## config.mk

```make
export PLATFORM = sky130hd
export DESIGN_NAME = logic_sweep_ctrl
export DESIGN_NICKNAME = d
export VERILOG_FILES = /design/src/rtl/logic_sweep_pkg.sv /design/src/rtl/logic_sweep_dwell_cnt.sv /design/src/rtl/logic_sweep_ctrl.sv
export SDC_FILE = /design/constraint.sdc
export NUM_CORES = 1
export LEC_CHECK = 0
export ABC_AREA = 1
export CORE_UTILIZATION = 65
export DETAILED_ROUTE_END_ITERATION = 8
export DONT_BUFFER_PORTS = 1
export PLACE_DENSITY = 0.85
export RECOVER_POWER = 100
export SLEW_MARGIN = 20
export SYNTH_ARGS = -nofsm -noshare
export SYNTH_HDL_FRONTEND = slang
export SYNTH_SLANG_ARGS = --single-unit
export TNS_END_PERCENT = 30
```

## constraint.sdc

```tcl
create_clock -name clk -period 3.85 [get_ports clk]
set_input_delay 0.77 -clock clk [delete_from_list [all_inputs] [get_ports clk]]
set_output_delay 0.77 -clock clk [all_outputs]
set_load 0.01 [all_outputs]
```

## src/rtl/logic_sweep_pkg.sv

```systemverilog
// Shared types and sizing helpers for the exhaustive logic sweep controller.
package logic_sweep_pkg;

  localparam int DEF_N_IN  = 3;
  localparam int DEF_N_OUT = 2;
  localparam int DEF_DWELL = 4;

  typedef enum logic [1:0] {
    ST_IDLE   = 2'd0,
    ST_SETTLE = 2'd1,
    ST_SAMPLE = 2'd2,
    ST_FIN    = 2'd3
  } sweep_state_e;

  function automatic int TABLE_W(input int n_in, input int n_out);
    return n_out * (1 << n_in);
  endfunction

  // A single-cycle dwell still needs a one-bit counter.
  function automatic int CNT_W(input int dwell);
    return (dwell > 1) ? $clog2(dwell) : 1;
  endfunction

endpackage

```

## src/rtl/logic_sweep_dwell_cnt.sv

```systemverilog
// Loadable settle down-counter; load wins over decrement and it saturates at zero.
module logic_sweep_dwell_cnt #(
  parameter int W = 2
) (
  input  logic         clk,
  input  logic         rst_n,
  input  logic         i_load,
  input  logic         i_dec,
  input  logic [W-1:0] i_load_val,
  output logic         o_zero
);

  logic [W-1:0] r_cnt;

  always_ff @(posedge clk or negedge rst_n) begin
    if (!rst_n) begin
      r_cnt <= '0;
    end else if (i_load) begin
      r_cnt <= i_load_val;
    end else if (i_dec && (r_cnt != '0)) begin
      r_cnt <= r_cnt - 1'b1;
    end
  end

  assign o_zero = (r_cnt == '0);

endmodule

```

## src/rtl/logic_sweep_ctrl.sv

```systemverilog
// Steps an evaluator through every input vector, settles DWELL cycles, and packs its outputs into a truth table.
// Build with LOGIC_SWEEP_CHECK_EN to compare each entry against exp_table and flag the first mismatch.
module logic_sweep_ctrl
  import logic_sweep_pkg::*;
#(
  parameter int N_IN  = DEF_N_IN,
  parameter int N_OUT = DEF_N_OUT,
  parameter int DWELL = DEF_DWELL
) (
  input  logic                                 clk,
  input  logic                                 rst_n,
  input  logic                                 start,
  input  logic                                 stop,
  output logic [N_IN-1:0]                      dut_in,
  input  logic [N_OUT-1:0]                     dut_out,
  output logic                                 busy,
  output logic                                 done,
  output logic                                 res_wr,
  output logic [N_IN-1:0]                      res_addr,
  output logic [N_OUT-1:0]                     res_data,
`ifdef LOGIC_SWEEP_CHECK_EN
  input  logic [TABLE_W(N_IN, N_OUT)-1:0]      exp_table,
  output logic                                 mismatch,
  output logic [N_IN-1:0]                      fail_idx,
`endif
  output logic [TABLE_W(N_IN, N_OUT)-1:0]      table_o
);

  localparam int TW = TABLE_W(N_IN, N_OUT);
  localparam int CW = CNT_W(DWELL);
  localparam logic [CW-1:0] LOAD_VAL = CW'(DWELL - 1);

  sweep_state_e r_state;
  sweep_state_e w_nxt;
  logic w_load;
  logic w_dec;
  logic w_zero;
  logic w_accept;
  logic w_capture;

  logic [N_IN-1:0]  r_dut_in;
  logic             r_busy;
  logic             r_done;
  logic             r_res_wr;
  logic [N_IN-1:0]  r_res_addr;
  logic [N_OUT-1:0] r_res_data;
  logic [TW-1:0]    r_table;

  logic_sweep_dwell_cnt #(
    .W(CW)
  ) u_dwell (
    .clk        (clk),
    .rst_n      (rst_n),
    .i_load     (w_load),
    .i_dec      (w_dec),
    .i_load_val (LOAD_VAL),
    .o_zero     (w_zero)
  );

  always_ff @(posedge clk or negedge rst_n) begin
    if (!rst_n) begin
      r_state <= ST_IDLE;
    end else begin
      r_state <= w_nxt;
    end
  end

  // stop overrides everything outside IDLE, including the capture in SAMPLE.
  always_comb begin
    w_nxt     = r_state;
    w_load    = 1'b0;
    w_dec     = 1'b0;
    w_accept  = 1'b0;
    w_capture = 1'b0;
    case (r_state)
      ST_IDLE: begin
        if (start && !stop) begin
          w_nxt    = ST_SETTLE;
          w_load   = 1'b1;
          w_accept = 1'b1;
        end
      end
      ST_SETTLE: begin
        if (stop) begin
          w_nxt = ST_IDLE;
        end else if (w_zero) begin
          w_nxt = ST_SAMPLE;
        end else begin
          w_dec = 1'b1;
        end
      end
      ST_SAMPLE: begin
        if (stop) begin
          w_nxt = ST_IDLE;
        end else begin
          w_capture = 1'b1;
          if (&r_dut_in) begin
            w_nxt = ST_FIN;
          end else begin
            w_nxt  = ST_SETTLE;
            w_load = 1'b1;
          end
        end
      end
      ST_FIN: begin
        w_nxt = ST_IDLE;
      end
      default: begin
        w_nxt = ST_IDLE;
      end
    endcase
  end

  always_ff @(posedge clk or negedge rst_n) begin
    if (!rst_n) begin
      r_dut_in   <= '0;
      r_busy     <= 1'b0;
      r_done     <= 1'b0;
      r_res_wr   <= 1'b0;
      r_res_addr <= '0;
      r_res_data <= '0;
      r_table    <= '0;
    end else begin
      r_busy   <= (w_nxt == ST_SETTLE) || (w_nxt == ST_SAMPLE);
      r_done   <= (w_nxt == ST_FIN);
      r_res_wr <= w_capture;
      if (w_nxt == ST_IDLE) begin
        r_dut_in <= '0;
      end else if (w_capture && !(&r_dut_in)) begin
        r_dut_in <= r_dut_in + 1'b1;
      end
      if (w_accept) begin
        r_table <= '0;
      end else if (w_capture) begin
        r_table[int'(r_dut_in) * N_OUT +: N_OUT] <= dut_out;
        r_res_addr <= r_dut_in;
        r_res_data <= dut_out;
      end
    end
  end

`ifdef LOGIC_SWEEP_CHECK_EN
  logic            r_mismatch;
  logic [N_IN-1:0] r_fail_idx;
  logic            w_diff;

  assign w_diff = (dut_out != exp_table[int'(r_dut_in) * N_OUT +: N_OUT]);

  always_ff @(posedge clk or negedge rst_n) begin
    if (!rst_n) begin
      r_mismatch <= 1'b0;
      r_fail_idx <= '0;
    end else if (w_accept) begin
      r_mismatch <= 1'b0;
      r_fail_idx <= '0;
    end else if (w_capture && w_diff && !r_mismatch) begin
      r_mismatch <= 1'b1;
      r_fail_idx <= r_dut_in;
    end
  end

  assign mismatch = r_mismatch;
  assign fail_idx = r_fail_idx;
`endif

  assign dut_in   = r_dut_in;
  assign busy     = r_busy;
  assign done     = r_done;
  assign res_wr   = r_res_wr;
  assign res_addr = r_res_addr;
  assign res_data = r_res_data;
  assign table_o  = r_table;

endmodule

```

After elaboration in Yosys (flattened, before gate mapping) --
Cells that the tools add are included.
Word-level totals: bits in writable memories 0, output and inout port bits 27, bits in read-only memories 0, bits in latches 0, flip-flop bits (word level) 31, memories kept 0
Cells by class: divide/modulo/power cells 0, $lt $le $gt $ge 0, shift-type cells 2, reduce and logical (&&, ||, !) cells 15, $mul 0, bitwise logic cells 1, muxes and demuxes 23, add/sub/neg operators 3, eq/ne operators 6
Operators with widths (count):
- 4-bit negator with 33-bit output | 1
- 2-bit by 33-bit variable shift with 16-bit output, first input constant | 1
- 2-bit by 33-bit variable part select with 16-bit output | 1
- 16-bit 2-to-1 mux | 2
- 16-bit bitwise mux | 1
- 2-bit 2-to-1 mux | 7
- 1-bit 2-to-1 mux | 9
- 2-bit == test, second input constant | 4
- 2-bit case mux with 4 select lines | 1
- 2-bit nonzero test | 4
- 2-bit zero test | 3
- 3-bit 2-to-1 mux | 2
- 2-bit by 1-bit == test with 1-bit output, second input constant | 2
- 3-bit by 1-bit adder with 3-bit output, second input constant | 1
- 1-bit logical AND | 3
- 3-bit AND reduction | 1
- 1-bit zero test | 2
- 1-bit case mux with 2 select lines | 1
- 2-bit AND reduction | 1
- 2-bit by 1-bit subtractor with 2-bit output, second input constant | 1
- 1-bit logical OR | 1
- 1-bit inverter | 1

Depth between registers and ports, before layout --
Gate-level depths: netlist of the first run.
depth in word-level cells 7, mapped depth 10, gate-level depth less buffers 10

By module --
A second synthesis of the first run with hierarchy kept.
Second synthesis, totals: cell total of the unflattened synthesis 209, area total of the unflattened synthesis 1664.1 µm²
Modules (own cells, without submodules):
- logic_sweep_ctrl | cells each 190, times used 1, area an instance 1536.5 µm², sequential area each 725.7 µm²
- logic_sweep_dwell_cnt | cells each 19, times used 1, area an instance 127.6 µm², sequential area each 50.0 µm²

Worst setup path before layout of the first run --
Ideal clock, no wire load.
path kind in2reg, start point input port stop, end point register r_dut_in[0], in the netlist dut_in[0], required time 3.767 ns, slack 1.967 ns, library setup time 0.083 ns, stages 9, path buffers 1, arrival 1.800 ns, path through nor2_4 nand2_2 buf_6 o21ai_2 inv_1 ha_1 inv_1 o21ai_0 o21ai_0
On the way: word-level cells in the longest chain between the ends 6, elaborated cells on any way between the ends 12, those cells by class mux: 7; reduce/logical: 5
RTL lines:
- from (decl) | RTL line logic_sweep_ctrl.sv:13 | input logic stop,
- 1-bit zero test | RTL line logic_sweep_ctrl.sv:77 | if (start && !stop) begin
- 1-bit logical AND | RTL line logic_sweep_ctrl.sv:77
- 2-bit 2-to-1 mux | RTL line logic_sweep_ctrl.sv:77
- 2-bit case mux with 4 select lines (*) | RTL line logic_sweep_ctrl.sv:75 | case (r_state)
- net w_nxt[1] | RTL line logic_sweep_ctrl.sv:34 | sweep_state_e w_nxt;
- 2-bit zero test (*) | RTL line logic_sweep_ctrl.sv:127 | if (w_nxt == ST_IDLE) begin
- 3-bit 2-to-1 mux or 2-bit nonzero test (tied branches)
- to (signal assigned) | RTL line logic_sweep_ctrl.sv:130 | r_dut_in <= r_dut_in + 1'b1;
- to (decl) | RTL line logic_sweep_ctrl.sv:41 | logic [N_IN-1:0] r_dut_in;
Mark *: on every way through the listed nets, which the timed path passes. The rest lies on a longest branch. A chain may end at the register's enable or synchronous reset.

Worst setup path in the final report of the first run --
start point register r_dut_in[0], in the netlist dut_in[0], end point register r_table[11], in the netlist table_o[11]
On the way: word-level cells in the longest chain between the ends 5, elaborated cells on any way between the ends 6, those cells by class add/sub: 1; shift: 2; mux: 3
RTL lines:
- 4-bit negator with 33-bit output (*) | RTL line logic_sweep_ctrl.sv:135 | r_table[int'(r_dut_in) * N_OUT +: N_OUT] <= dut_out;
- 2-bit by 33-bit variable part select with 16-bit output or 2-bit by 33-bit variable shift with 16-bit output (tied branches) | RTL line logic_sweep_ctrl.sv:135
- 16-bit bitwise mux (*) | RTL line logic_sweep_ctrl.sv:135
- 16-bit 2-to-1 mux (*) | RTL line logic_sweep_ctrl.sv:134 | end else if (w_capture) begin
- 16-bit 2-to-1 mux (*) | RTL line logic_sweep_ctrl.sv:132 | if (w_accept) begin
- to (signal, indexed assignment) | RTL line logic_sweep_ctrl.sv:135
- to (decl) | RTL line logic_sweep_ctrl.sv:47 | logic [TW-1:0] r_table;
Mark *: on every way between the ends. The rest lies on a longest branch, timed or not. The select of a mux whose other input is x is not followed.

==> results.toml, run 1 <==
[global_routing]
gr-total-overflow = 0
grt_pass1_wl_mm = 5.57
grt_max_degree = 32
antenna_found_initial = 0
grt_usage = 0.284
first_global_vias = 1289

[sta]
finalCriticalPeriod_ns = 2.30
rsz0062_at_grt = "false"
setup_violations = 0
worst_slew_pin_slew_ns = 1.13
period_share = 0.596
finalSetupTns_ns = 0
max_freq_ghz = 0.436
maxSlewViolCount = 0
finClkSkew_ns = 0.00821
final_hold_viol_count = 0
max-slew-margin-rel = 0.242

[final_layout]
syn_to_final_growth_pct = 2.52
drive_gt1_frac = 0.0547
final_nets = 216
diodes = 0
final_cells = 229

[floorplanning]
pin_count = 33
die_x_um = 52.2
die_area_um2 = 2730
initial_core_util = 0.714
coreArea_um2 = 2300
num_rows = 17
die_h_um = 52.2

[clocking]
cts_buffer_depth = 2
numCtsBuffers = 5
htree_levels = 2
tritoncts = "yes"
post_cts_buffers = 0
cts_num_sinks = 31
ctsResizeCount = 0
clk-insertion-delay-late_ns = 0.32
hold_buffers = 0
cts.clk_slew.worst_paths_ns = 0.10
cts_root_buffer = "clkbuf_4"

[detailed_routing]
routedWlPerCell_um = 14.4
vias_per_cell = 5.73
drt_iter0_drc = 25
vias = 1313
drc = 0
finalWirelength_mm = 3.29
first_pass_iters = 4
antenna_left = 0

[min_path]
hold_class = "primary input to async pin"

[logic_synthesis]
synth_cell_types = 23
synth-seq-cells = 31
syn_area_um2 = 1640
synth_fp_nets = 212
ys_warn_count = 0
syn_inst = 196
syn_avg_cell_area_um2 = 8.36
ys_seq_area_frac = 0.473

[status]
status = "complete, no violations"

[setup_path]
cp-end-kind = "flop"
crit_type = "flop to flop"
path_max_fanout = 8
rrSetupSlack_ns = 1.55
start_kind = "flop"
reg2reg_depth = 9
worst_r2r_endpoint = "table_o[11]"
rr_startpoint = "dut_in[0]"
arrival_ns = 2.50
required_ns = 4.05

[flow_run]
max_cap_viol_count = 0

[power]
power_density_nw_per_um2 = 385
seqPwrFrac = 0.567
p_leak_nw = 0.869
swShare = 0.259
p_clk_frac = 0.330
p_switching_uw = 168
p_int_uw = 479
peakVddDrop_v = 0.000315
combPwrFrac = 0.103

[place]
place_hpwl_mm = 2.47
dp_cells = 221
port_buffers = 0
gp_congestion = 0.839
[state kept, by name, summed over array words and instances (netlist names)]
signal / flops
res_wr: 1
dut_in: 3
res_addr: 3
r_state: 2
res_data: 2
done: 1
table_o: 16
u_dwell.r_cnt: 2
busy: 1
[cells in the final DEF, fill, tap and decap left out, types with 2 or more instances in the layout]
| master | count |
|---|---|
| o21ai_0 | 9 |
| nand2_1 | 56 |
| nor2_1 | 21 |
| ha_1 | 10 |
| nand4_1 | 5 |
| clkbuf_8 | 2 |
| a21oi_1 | 3 |
| nand3_1 | 30 |
| nand3b_1 | 2 |
| dfrtp_1 | 31 |
| clkbuf_4 | 5 |
| inv_1 | 19 |
[cells by family (layout without fill, tap and decap cells)]
| logic type | count (synthesis) | count (layout) | share of synthesized area |
|---|---|---|---|
| AO/OA/AOI/OAI | 13 | 13 | 0.0427 |
| flip-flops | 31 | 31 | 0.473 |
| adder cells (fa/ha/maj) | 10 | 10 | 0.0763 |
| XOR/XNOR | 1 | 1 | 0.00534 |
| AND/OR/NAND/NOR | 118 | 118 | 0.340 |
| buffers and inverters | 23 | 28 | 0.0626 |
[Yosys cell counts]
| cell | instances | area share |
|---|---|---|
| nand2_1 | 55 | 0.13 |
| dfrtp_1 | 31 | 0.47 |
| nand3_1 | 30 | 0.092 |
| inv_1 | 18 | 0.041 |
| nor2_1 | 16 | 0.037 |
| ha_1 | 10 | 0.076 |
| o21ai_0 | 8 | 0.024 |
| nand4_1 | 4 | 0.015 |
| nor2_2 | 4 | 0.015 |
| a21oi_1 | 3 | 0.0092 |
| buf_6 | 2 | 0.014 |
| inv_2 | 2 | 0.0046 |
| nand3b_1 | 2 | 0.0092 |
| nor2_4 | 2 | 0.014 |
| a31oi_1 | 1 | 0.0038 |
| buf_2 | 1 | 0.0031 |
| nand2_2 | 1 | 0.0038 |
| nand2_4 | 1 | 0.0069 |
| nand3_4 | 1 | 0.011 |
| nand4_2 | 1 | 0.0076 |
| nor3_1 | 1 | 0.0031 |
| o21ai_2 | 1 | 0.0053 |
| xor2_1 | 1 | 0.0053 |
[metal layers]
layer,wire [um],GRT usage
met1,1440,0.363
met2,1590,0.485
met3,226,0.0783
met4,25,0.0526
met5,0,0
[per-stage QoR]
| stage | hold WS (ns) | instance area [um^2] | util | power (mW) | worst slack [ns] |
|---|---|---|---|---|---|
| after floorplan | 0.474 | 1640 | - | 0.426 | 1.97 |
| after CTS | 0.134 | 1720 | 0.747 | 0.651 | 1.66 |
| after global routing | 0.114 | 1680 | 0.731 | 0.676 | 1.39 |
| final | 0.133 | 1680 | 0.731 | 0.647 | 1.55 |
| after detailed placement | 0.475 | 1650 | 0.717 | 0.443 | 1.69 |
| after global placement | 0.475 | 1650 | 0.717 | 0.436 | 1.74 |
[worst max path at each step]
stage	from	endpoint	cells after the start
after global routing	dut_in[0]	table_o[11]	9
final	dut_in[0]	table_o[11]	9
after global placement	dut_in[0]	table_o[10]	9
after floorplan	stop	dut_in[0]	9
after detailed placement	dut_in[0]	table_o[11]	9
after CTS	dut_in[0]	table_o[11]	9
[worst max-delay path, cell delays in order, from the launching register on]
cell and delay [ns]:
dfrtp_1 0.54, inv_1 0.23, ha_1 0.27, ha_1 0.36
inv_1 0.16, nand2_1 0.06, a21oi_1 0.28, nand2_1 0.10
nand3_1 0.11, nand2_1 0.07
[area by class of cell]
class	count	area (um^2)
inverters	20	75.1
flip-flops and latches	31	776
multi-input cells	142	726
fillers	183	617
clock buffers	8	68.8
well taps	28	35.0
[power groups by stage]
stage / clock, mW / sequential (mW) / combinational (mW)
after global routing: 0.231 / 0.369 / 0.0752
after detailed placement: 0 / 0.375 / 0.0682
after global placement: 0 / 0.374 / 0.0624
final: 0.213 / 0.367 / 0.0667
after floorplan: 0 / 0.371 / 0.0557
after CTS: 0.214 / 0.368 / 0.0691
No activity file was read; power rests on OpenSTA's default activity.
==> run 2, diff against run 1 <==
- CORE_UTILIZATION: 65 -> 62
- PLACE_DENSITY: 0.85 -> 0.82
- clock period: 3.85 -> 2.25 ns (I/O delays scaled with it)
==> results.toml, run 2 (synthesis results as in run 1) <==
[global_routing]
grt_pass1_wl_mm = 5.49
gr-total-overflow = 0
grt_max_degree = 32
antenna_found_initial = 0
grt_usage = 0.272
first_global_vias = 1320

[detailed_routing]
vias = 1346
drt_iter0_drc = 35
vias_per_cell = 5.75
drc = 0
finalWirelength_mm = 3.33
routedWlPerCell_um = 14.2
antenna_left = 0
first_pass_iters = 4

[setup_path]
crit_chain = "inv_1 > ha_1 > ha_1 > inv_1 > nand3_1 > nor2_1 > nand3_1 > nand2_1 > nor2_1"
required_ns = 2.48
path_max_fanout = 6
critPathSlowestCell = "dfrtp_1"
cp-end-kind = "flop"
arrival_ns = 2.29
path_buf_inv = 2
crit_type = "flop to flop"
cpPeakStageDelay_ns = 0.51
cp_top_family = "adder cells"
start_kind = "flop"

[final_layout]
final_cells = 234
diodes = 0
seq_area_um2 = 777
multi_input_area_um2 = 743
syn_to_final_growth_pct = 6.72
final_cell_mix = "55 x nand2_1, 30 x nand3_1, 30 x dfrtp_1"
drive_gt1_frac = 0.0931
final_nets = 219
final_area_um2 = 1750
fillers = 196
layout_commonest_cell = "nand2_1"
largest_reg_flops = 16

[sta]
max-slew-margin-rel = 0.0975
worst_slew_pin_slew_ns = 1.35
setup_violations = 0
finalCriticalPeriod_ns = 2.06
max_freq_ghz = 0.486
period_share = 0.915
final_hold_viol_count = 0
maxSlewViolCount = 0
finalSetupTns_ns = 0
rsz0062_at_grt = "false"
layout_setup_ws_ns = 0.191
finClkSkew_ns = 0.00792

[floorplanning]
pin_count = 33
die_area_um2 = 2850
initial_core_util = 0.662
num_rows = 18
die_h_um = 53.4
coreArea_um2 = 2480
die_x_um = 53.4

[clocking]
numCtsBuffers = 5
cts_num_sinks = 31
cts.clk_slew.worst_paths_ns = 0.10
clk-insertion-delay-late_ns = 0.33
tritoncts = "yes"
htree_levels = 2
cts_root_buffer = "clkbuf_4"
cts_buffer_depth = 2

[power]
peakVddDrop_v = 0.000576
p_int_uw = 901
p_leak_nw = 0.901
swShare = 0.252
combPwrFrac = 0.105
seqPwrFrac = 0.521
power_density_nw_per_um2 = 688
report.power.total_mw = 1.20
p_switching_uw = 303
p_clk_frac = 0.374

[place]
preCtsSetupSlack_ns = 0.181
dpl_cell_area_um2 = 1660
gp_congestion = 0.892
place_hpwl_mm = 2.43
dp_cells = 224
port_buffers = 0

[flow_run]
max_cap_viol_count = 0

[status]
status = "complete, no violations"

[min_path]
hold_class = "primary input to flop"
## run 2: worst paths after layout
path,start,to,slack (ns),cells past startpoint
worst max-delay path,dut_in[1],table_o[0],0.19,9
worst min-delay path,dut_out[0],res_data[0],0.23,2
worst max register to register,dut_in[1],table_o[0],0.19,9
worst min register to register,u_dwell.r_cnt[0],u_dwell.r_cnt[0],0.54,2
max in group asynchronous,rst_n,dut_in[0],0.40,2
min in group asynchronous,rst_n,res_wr,0.97,2
## run 2: timing repair
item	in CTS	in global routing
endpoints found under the setup margin	0	5
hold buffers	2	0
resized for setup	0	2
buffers inserted	0	0
hold endpoints to repair	31	0
## run 2: layout make-up
| cell class | count | area share |
|---|---|---|
| timing repair buffer | 3 | 0.0172 |
| tap | 30 | 0.0215 |
| inverter | 20 | 0.0429 |
| clock buffer | 6 | 0.0293 |
| sequential | 31 | 0.444 |
| clock inverter | 2 | 0.0200 |
| multi-input combinational | 142 | 0.425 |
## run 2: routing by layer
metal	up-vias	global-route usage	routed length [um]
met4	0	0.118	51
met1	635	0.314	1410
met5	-	0	0
met3	10	0.0891	275
met2	53	0.452	1590
li1	648	-	-
## run 2: power by group through the flow
stage | registers, mW | clock network, mW | logic [mW]
final | 0.627 | 0.450 | 0.127
after global routing | 0.632 | 0.485 | 0.146
after detailed placement | 0.640 | 0 | 0.115
after CTS | 0.629 | 0.458 | 0.132
after global placement | 0.638 | 0 | 0.104
after floorplan | 0.634 | 0 | 0.0953
## run 2: per-stage QoR
step                      utilization  hold slack, ns
after floorplan                     -           0.154
after global placement          0.669           0.155
after detailed placement        0.669           0.155
after CTS                       0.716           0.224
after global routing            0.706           0.226
final                           0.706           0.230
==> run 3, diff against run 2 <==
- CORE_MARGIN: default -> 1.5
==> results.toml, run 3 (synthesis results as in run 1) <==
[final_layout]
final_area_um2 = 1710
final_cells = 234
final_cell_mix = "56 x nand2_1, 31 x dfrtp_1, 30 x nand3_1"
syn_to_final_growth_pct = 4.50
layout_commonest_cell = "nand2_1"
fillers = 210
drive_gt1_frac = 0.0735
diodes = 0
final_nets = 219
largest_reg_flops = 16

[clocking]
numCtsBuffers = 5
cts_num_sinks = 31
cts_buffer_depth = 2
clk-insertion-delay-late_ns = 0.34
cts.clk_slew.worst_paths_ns = 0.09
cts_root_buffer = "clkbuf_4"
htree_levels = 2
ctsResizeCount = 0
tritoncts = "yes"
post_cts_buffers = 0

[setup_path]
critPathSlowestCell = "dfrtp_1"
required_ns = 2.49
crit_chain = "inv_2 > ha_1 > ha_1 > inv_1 > nand2_1 > a21oi_1 > nand3_1 > nand2_1 > nor2_1"
arrival_ns = 2.29
cpPeakStageDelay_ns = 0.56
cp_top_family = "adder cells"
cp-end-kind = "flop"
path_max_fanout = 8
start_kind = "flop"
crit_type = "flop to flop"
path_buf_inv = 2

[sta]
max_freq_ghz = 0.487
final_hold_viol_count = 0
rsz0062_at_grt = "false"
finClkSkew_ns = 0.00318
whs_ns = 0.216
setup_violations = 0
max-slew-margin-rel = 0.122
period_share = 0.913
worst_slew_pin_slew_ns = 1.32
finalSetupTns_ns = 0
finalCriticalPeriod_ns = 2.05
maxSlewViolCount = 0

[detailed_routing]
drc = 0
first_pass_iters = 5
finalWirelength_mm = 3.31
antenna_left = 0
vias_per_cell = 5.69
drt_iter0_drc = 18
vias = 1332
routedWlPerCell_um = 14.1

[power]
p_switching_uw = 308
p_int_uw = 760
p_clk_frac = 0.290
power_density_nw_per_um2 = 624
peakVddDrop_v = 0.000620
combPwrFrac = 0.121
report.power.total_mw = 1.07
p_leak_nw = 0.884
swShare = 0.289
seqPwrFrac = 0.589

[global_routing]
grt_usage = 0.258
grt_max_degree = 32
first_global_vias = 1218
grt_pass1_wl_mm = 5.26
antenna_found_initial = 0
gr-total-overflow = 0

[place]
place_hpwl_mm = 2.45
dp_cells = 224
gp_congestion = 0.899
port_buffers = 0
dpl_cell_area_um2 = 1660

[floorplanning]
die_area_um2 = 2960
num_rows = 18
pin_count = 33
initial_core_util = 0.656
die_x_um = 54.4
coreArea_um2 = 2500
die_h_um = 54.4

[flow_run]
max_cap_viol_count = 0

[min_path]
hold_class = "primary input to flop"

[status]
status = "complete, no violations"
[run 3: power by group through the flow]
stage / registers (mW) / clock network [mW] / logic, mW
after CTS: 0.629 / 0.311 / 0.135
final: 0.629 / 0.310 / 0.130
after detailed placement: 0.640 / 0 / 0.118
after global routing: 0.633 / 0.340 / 0.154
after global placement: 0.640 / 0 / 0.105
after floorplan: 0.634 / 0 / 0.0953
[run 3: final cells by class]
cell class	instances	area, um^2	area share
Inverter	20	75.1	0.0438
Timing Repair Buffer	3	30.0	0.0175
Clock buffer	7	45.0	0.0263
Multi-Input combinational cell	142	744	0.435
Clock inverter	1	5.00	0.00292
Tap cell	30	37.5	0.0219
Sequential cell	31	776	0.453
[run 3: per-layer routing]
layer	vias to the layer above	share of wire	track usage
met5	-	0	0
met4	0	0.018	0.129
li1	648	-	-
met3	8	0.064	0.0738
met2	41	0.48	0.426
met1	635	0.44	0.307
[run 3: final timing paths]
| check | slack, ns | start | end | cells after the start |
|---|---|---|---|---|
| setup / recovery | 0.20 | dut_in[0] | table_o[10] | 9 |
| hold / removal | 0.22 | dut_out[0] | res_data[0] | 2 |
| setup reg to reg | 0.20 | dut_in[0] | table_o[10] | 9 |
| hold reg to reg | 0.55 | u_dwell.r_cnt[0] | u_dwell.r_cnt[0] | 2 |
| max in group asynchronous | 0.42 | rst_n | table_o[12] | 2 |
| min in group asynchronous | 1.06 | rst_n | table_o[7] | 2 |
[run 3: through the flow]
step / worst slack (ns) / utilization
finish: 0.196 / 0.685
global route: 0.0313 / 0.685
CTS: 0.163 / 0.695
detailed placement: 0.188 / 0.663
global placement: 0.234 / 0.663
floorplan: 0.369 / -
[run 3: what timing repair did]
item                                    4_1_cts  5_1_grt
hold buffers                                  2        0
endpoints found under the setup margin        0        0
endpoints found under the hold margin        31        0
